### src/rtl/ex_case_unit.sv
// Registered, address-decoded transform unit: i_addr picks one operation on i_data,
// the result lands in o_data one edge later with a single-cycle o_dv strobe.
module ex_case_unit #(
  parameter logic [7:0] ACC_INIT = 8'h00,
  parameter logic [7:0] DATA_RST = 8'h00
) (
  input  logic       sclk,
  input  logic       rst_n,
  input  logic [9:0] i_data,
  input  logic [7:0] i_addr,
  output logic       o_dv,
  output logic [7:0] o_data
);

  logic [7:0] r_data;
  logic       r_dv;
  logic [7:0] r_acc;

  logic [7:0] w_d;
  logic [7:0] w_pop;
  logic [7:0] w_prio;
  logic [7:0] w_rev;
  logic [7:0] w_sum;
  logic       w_valid;
  logic [7:0] w_result;
  logic [7:0] w_accNext;

  assign w_d   = i_data[7:0];
  assign w_sum = r_acc + w_d;

  // Bit-level helpers over the full 10-bit operand (popcount, highest set bit)
  always_comb begin
    w_pop  = 8'h00;
    w_prio = 8'hFF;
    for (int k = 0; k < 10; k++) begin
      w_pop = w_pop + {7'b0, i_data[k]};
      if (i_data[k]) w_prio = 8'(k);
    end
  end

  always_comb begin
    w_rev = 8'h00;
    for (int k = 0; k < 8; k++) w_rev[k] = w_d[7-k];
  end

  // Idle and out-of-range codes fall to default: no strobe, o_data and acc hold
  always_comb begin
    w_valid   = 1'b1;
    w_result  = r_data;
    w_accNext = r_acc;
    case (i_addr)
      8'h01: w_result = w_d;
      8'h02: w_result = ~w_d;
      8'h03: w_result = i_data[9:2];
      8'h04: w_result = {w_d[3:0], w_d[7:4]};
      8'h05: w_result = w_rev;
      8'h06: w_result = (i_data[9:8] != 2'b00) ? 8'hFF : w_d;
      8'h07: w_result = w_d + 8'h01;
      8'h08: w_result = w_d - 8'h01;
      8'h09: w_result = w_pop;
      8'h0A: w_result = w_prio;
      8'h0B: w_result = {7'b0, ^i_data};
      8'h0C: w_result = w_d ^ (w_d >> 1);
      8'h0D: begin
        w_result  = w_sum;
        w_accNext = w_sum;
      end
      8'h0E: begin
        w_result  = 8'h00;
        w_accNext = 8'h00;
      end
      8'h0F: w_result = r_acc;
      default: w_valid = 1'b0;
    endcase
  end

  // rst_n is active-high despite its name
  always_ff @(posedge sclk or posedge rst_n) begin
    if (rst_n) begin
      r_dv   <= 1'b0;
      r_data <= DATA_RST;
      r_acc  <= ACC_INIT;
    end else begin
      r_dv   <= w_valid;
      r_data <= w_result;
      r_acc  <= w_accNext;
    end
  end

  assign o_dv   = r_dv;
  assign o_data = r_data;

endmodule

### config.mk
export PLATFORM = sky130hd
export DESIGN_NAME = ex_case_unit
export DESIGN_NICKNAME = d
export VERILOG_FILES = /design/src/rtl/ex_case_unit.sv
export SDC_FILE = /design/constraint.sdc
export NUM_CORES = 1
export LEC_CHECK = 0
export BUFFER_PORTS_ARGS = -buffer_cell sky130_fd_sc_hd__buf_4
export CORE_AREA = 2 2 96 98
export DETAILED_ROUTE_END_ITERATION = 10
export DIE_AREA = 0 0 98 100
export GPL_ROUTABILITY_DRIVEN = 0
export SLEW_MARGIN = 15
export SYNTH_ARGS = -nofsm -noshare
export SYNTH_HDL_FRONTEND = slang
export SYNTH_SLANG_ARGS = --single-unit
### constraint.sdc
create_clock -name sclk -period 4.52 [get_ports sclk]
set_input_delay 0.904 -clock sclk [delete_from_list [all_inputs] [get_ports sclk]]
set_output_delay 0.904 -clock sclk [all_outputs]
set_load 0.02 [all_outputs]
* After elaboration in Yosys (flattened, before gate mapping)
Index checks and enable logic that the tools add are counted.
W data, S select, Z words.
** Storage, ports and cells
- Word-level logic and storage cells :: 51
- Register bits :: 17
** Operators by class
- Bitwise operators :: 2
- Eq/ne operators :: 15
- Add/subtract/negate cells :: 12
- Mux-type cells :: 14
- Reduce and logical (&&, ||, !) cells :: 5
** Operators with widths (count)
- $pmux W8 S15 :: 1
- $mux W8 :: 11
- $eq A8 B4 Y1 const B :: 8
- $eq A8 B3 Y1 const B :: 4
- $add A8 B1 Y8 :: 2
- $eq A8 B2 Y1 const B :: 2
- $pmux W8 S2 :: 1
- $reduce_bool A15 Y1 :: 1
- $reduce_or A15 Y1 :: 1
- $reduce_xor A10 Y1 :: 1
- $add A7 B1 Y8 :: 1
- $add A8 B1 Y8 const B :: 1
- $add A8 B8 Y8 :: 1
- $eq A8 B1 Y1 const B :: 1
- $not A8 Y8 :: 1
- $sub A8 B1 Y8 const B :: 1
- $xor A8 B7 Y8 :: 1
- $add A6 B1 Y7 :: 1
- $add A5 B1 Y6 :: 1
- $add A4 B1 Y5 :: 1
- $add A3 B1 Y4 :: 1
- $reduce_bool A2 Y1 :: 2
- $add A2 B1 Y3 :: 1
- $add A1 B1 Y2 :: 1
- $mux W1 :: 1

* Longest topological paths before layout
- Depth in word-level cells :: 11
- Gate-level depth with buffers :: 13

* Worst setup path after synthesis
Ideal clock, no wire load.
- Kind :: input-to-reg
- Start point :: input i_data[3]
- End point :: register r_data[2], in the netlist o_data[2]
- Arrival time :: 3809 ps
- Path buffers :: 1
- Setup slack :: 615 ps
- Stages :: 13
- Cell sequence :: clkbuf_1 > inv_1 > fa_1 > fa_1 > fa_1 > inv_1 > ha_1 > inv_1 > fa_1 > xor2_1 > o221ai_1 > a211oi_1 > o31ai_1
** On the way
- Word-level cells in the longest chain between the ends :: 8
- Elaborated cells on any way between the ends :: 16
- Classes of those cells :: add/sub: 7; mux: 8; bitwise: 1
** Ends and longest elaborated chain
- start, declared :: RTL line 9 : input logic [9:0] i_data,
- $add A3 B1 Y4 or $mux W8 (tied branches) :: RTL line 36, 37
- $add A4 B1 Y5 or $mux W8 (tied branches) :: RTL line 36, 37
- $add A5 B1 Y6 or $mux W8 (tied branches) :: RTL line 36, 37
- $add A6 B1 Y7 or $mux W8 (tied branches) :: RTL line 36, 37
- $add A7 B1 Y8 or $mux W8 (tied branches) :: RTL line 36, 37
- $add A8 B1 Y8 or $mux W8 (tied branches) (2 in series) :: RTL line 36, 37
- $pmux W8 S15 (*) :: RTL line 51 : case (i_addr)
- end signal, assigned :: RTL line 85 : r_data <= w_result;
- end, declared :: RTL line 15 : logic [7:0] r_data;
Every way passes the cells marked *; elsewhere a longest branch is shown, timed or not.
A chain may end at the register's enable or synchronous reset.

* Worst setup path in the final report
- Start point :: input i_data[1]
- End point :: register r_data[1], in the netlist o_data[1]
** On the way
- Word-level cells in the longest chain between the ends :: 10
- Elaborated cells on any way between the ends :: 25
- Classes of those cells :: add/sub: 12; mux: 11; bitwise: 2
** Ends and longest elaborated chain (RTL line)
- $add A1 B1 Y2 or $mux W8 (tied branches) :: 36, 37
- $add A2 B1 Y3 or $mux W8 (tied branches) :: 36, 37
- $add A3 B1 Y4 or $mux W8 (tied branches) :: 36, 37
- $add A4 B1 Y5 or $mux W8 (tied branches) :: 36, 37
- $add A5 B1 Y6 or $mux W8 (tied branches) :: 36, 37
- $add A6 B1 Y7 or $mux W8 (tied branches) :: 36, 37
- $add A7 B1 Y8 or $mux W8 (tied branches) :: 36, 37
- $add A8 B1 Y8 or $mux W8 (tied branches) (2 in series) :: 36, 37
- $pmux W8 S15 (*) :: 51
Marks and branches as above.

==> summary.md <==
| Metric | Value |
|---|---|
| Outcome | `finished clean` |
| Ratio of cells with drive above 1 in the final layout | `13.2%` |
| Total die area | `9800 um2` |
| Pwr Density | `218 nW/um2` |
| Syn Inst Count | `approximately 340` |
| CP Launch Type | `input port` |
| Worst skew pair latency | `around 0.25 ns` |
| DIE WIDTH | `about 100 um` |
| EDFF count, synth | `0` |
| Residual DRC | `0` |
| Fmax | `252 MHz` |
| Via density per instance | `around 6.0` |
| Warnings from Yosys | `0` |
| Setup WS pre-CTS | `approximately 0.32 ns` |
| Yosys cell types | `70` |
| FF-to-FF End | `o_data[2]` |
| Crit path time final | `~4.0 ns` |
| Final WS setup | `~0.56 ns` |
| Synth top cells by count | `33 x a21oi_1, 32 x nand2_1, 23 x nor2_1, 19 x inv_1, 18 x ha_1` |
| Total GRT Usage | `approximately 17%` |
| Clk root buf | `clkbuf_8` |
| Setup Skew | `~0.0021 ns` |
| Worst-Margin Slew | `roughly 0.75 ns` |
| Fin util | `between 30% and 40%` |
| Final cell count without fillers | `460` |
| Pins Over Slew Limit | `0` |
| Hold Vio Cnt, Final | `0` |
| Syn nets | `approximately 380` |
| Core area | `8890 um2` |
| Post-synth top area cell | `dfrtp_1` |
| Worst Setup End Kind | `flop` |
| Total of max-cap violations | `0` |
| FF+latch count, synth | `17` |
| Reg2Reg Launch Point | `r_acc[0]` |
| Data required, critical path | `4.65 ns` |
| Via Count | `2757` |
| Final Cell Area | `just under 3000 um2` |
| Setup TNS | `0 ns` |
| Hold wc startpoint | `o_data[1]` |
| Worst Hold Class | `reg -> reg` |
| Placed cell count | `between 400 and 500` |
| HPWL Detailed | `6400 um` |
| CTS Buffer Depth | `2` |
| Diode count | `0` |
| Clock slew at reported path FFs | `0.06 ns` |
| R2R cell count | `7` |
| First-pass GRT wire length | `approximately 14000 um` |
| Initial core utilization | `29.2%` |
| Slew HR | `49.9%` |
| Drt first pass iters | `5` |
| Vias in the first global route | `around 2700` |
| Postcts setup bufs | `0` |
| TritonCTS Buffers | `3` |
| Antenna Nets Post-Route | `0` |
| Synth area leaders | `dfrtp_1 16%, ha_1 8.7%, a21oi_1 6.4%` |
| CTS sink count | `17` |
| # resized after CTS | `0` |
| Die Span Y | `around 100 um` |
| Area growth syn-to-layout | `12.1%` |
| Placed cell areas | `roughly 2900 um2` |
| Crit Path Class | `in -> reg` |
| NumNets Final | `roughly 400` |
| Critical path fanouts, max | `10` |
| Mean Syn Cell Area | `7.72 um2` |
| Worst Hold Depth | `2` |
| Cts-stage hold buffer count | `0` |
| RSZ-0062 raised after global routing | `no` |
| Lkg Pwr | `approximately 0.0012 uW` |
| Total of fill cells in the finished design | `between 900 and 1000` |
| Tcrit/Tclk final | `between 80% and 90%` |
| Register area share after synthesis | `between 10% and 20%` |
| Final setup viols | `0` |
| Asr flop ratio synth | `100%` |
| CTS HTree Levels | `1` |
| Worst Path Arrival | `4.09 ns` |
| Post-synth top area share | `about 16%` |
| Num ports | `29` |
| Antenna violations before repair | `0` |
| Pin count of the biggest net entering global routing | `35` |
| DR iter-0 viols | `340` |
| Drt total wl | `approximately 8600 um` |
| CTS tree | `built` |
| Main flop type after synthesis | `dfrtp_1` |
| Port bufs | `28` |
| Grt ovf | `0` |
| WL/cell | `between 15 and 20 um` |
| FF-to-FF setup slack | `around 2.2 ns` |
| Row Count | `35` |
| Synth Cell Area | `about 2600 um2` |
| VDD IR max | `0.0949 mV` |
| Most frequent cell after synthesis | `a21oi_1` |
| Worst hold path endpoint | `o_data[1]` |
[stage by stage]
step	total power [uW]	hold WS, ns
final	633	0.495
after CTS	635	0.502
after floorplan	409	0.507
after global placement	517	0.492
after detailed placement	520	0.486
after global routing	681	0.553
[sequential cells by signal, indices dropped and copies added (netlist names)]
name	count
o_data	8
r_acc	8
o_dv	1
[routing by layer]
metal | vias to the layer above | wire length (um) | global-route usage [%]
li1 | 1274 | - | -
met2 | 161 | 4090 | 29.0
met1 | 1301 | 3580 | 22.6
met4 | 0 | 208 | 5.02
met5 | - | 0 | 0
met3 | 21 | 723 | 2.92
[worst max-delay path, cell delays in order]
cell	delay [ns]
buf_4	0.17
inv_1	0.12
fa_1	0.50
fa_1	0.54
fa_1	0.40
inv_1	0.06
ha_1	0.15
inv_1	0.05
fa_1	0.49
o221ai_1	0.10
o32ai_1	0.50
o21ai_1	0.09
[worst max-delay path by stage]
stage	start	endpoint	depth (start not counted)
floorplan	i_data[3]	o_data[2]	13
global placement	i_data[1]	o_data[1]	12
detailed placement	i_data[1]	o_data[1]	12
CTS	i_data[1]	o_data[1]	12
global route	i_data[1]	o_data[1]	12
finish	i_data[1]	o_data[1]	12
[where the power goes]
group          total, uW  internal (uW)  leakage (uW)  switching, uW
combinational        323            134      0.000978            189
sequential           197            176      0.000219           21.0
clock                113           62.5     0.0000228           50.5
[cell type report]
| class | instances | area [um2] | share of cell area (%) |
|---|---|---|---|
| clock buffers | 4 | 45.0 | 1.55 |
| inverters | 20 | 75.1 | 2.58 |
| flip-flops and latches | 17 | 425 | 14.6 |
| multi-input cells | 278 | 2000 | 68.7 |
| well taps | 111 | 139 | 4.78 |
| repair buffers | 30 | 225 | 7.75 |
[cell families after synthesis]
group | count (synthesis) | synth area share, %
AOI/OAI and AO/OA | 115 | 29.6
xor gates and xnor gates | 21 | 7.09
adders and majority gates | 26 | 14.9
buffers and inverters | 41 | 6.81
DFF | 17 | 16.4
muxes | 5 | 2.08
and+or+nand+nor | 111 | 23.1
[layout by cell type (no fill, tap or decap), types with 10 or more instances in the layout]
cell,instances
a21oi_1,33
buf_4,30
dfrtp_1,17
ha_1,18
inv_1,19
nand2_1,32
nor2_1,23
o21ai_0,16
xnor2_1,10
xor2_1,11
No activity file was read; power rests on OpenSTA's default activity.
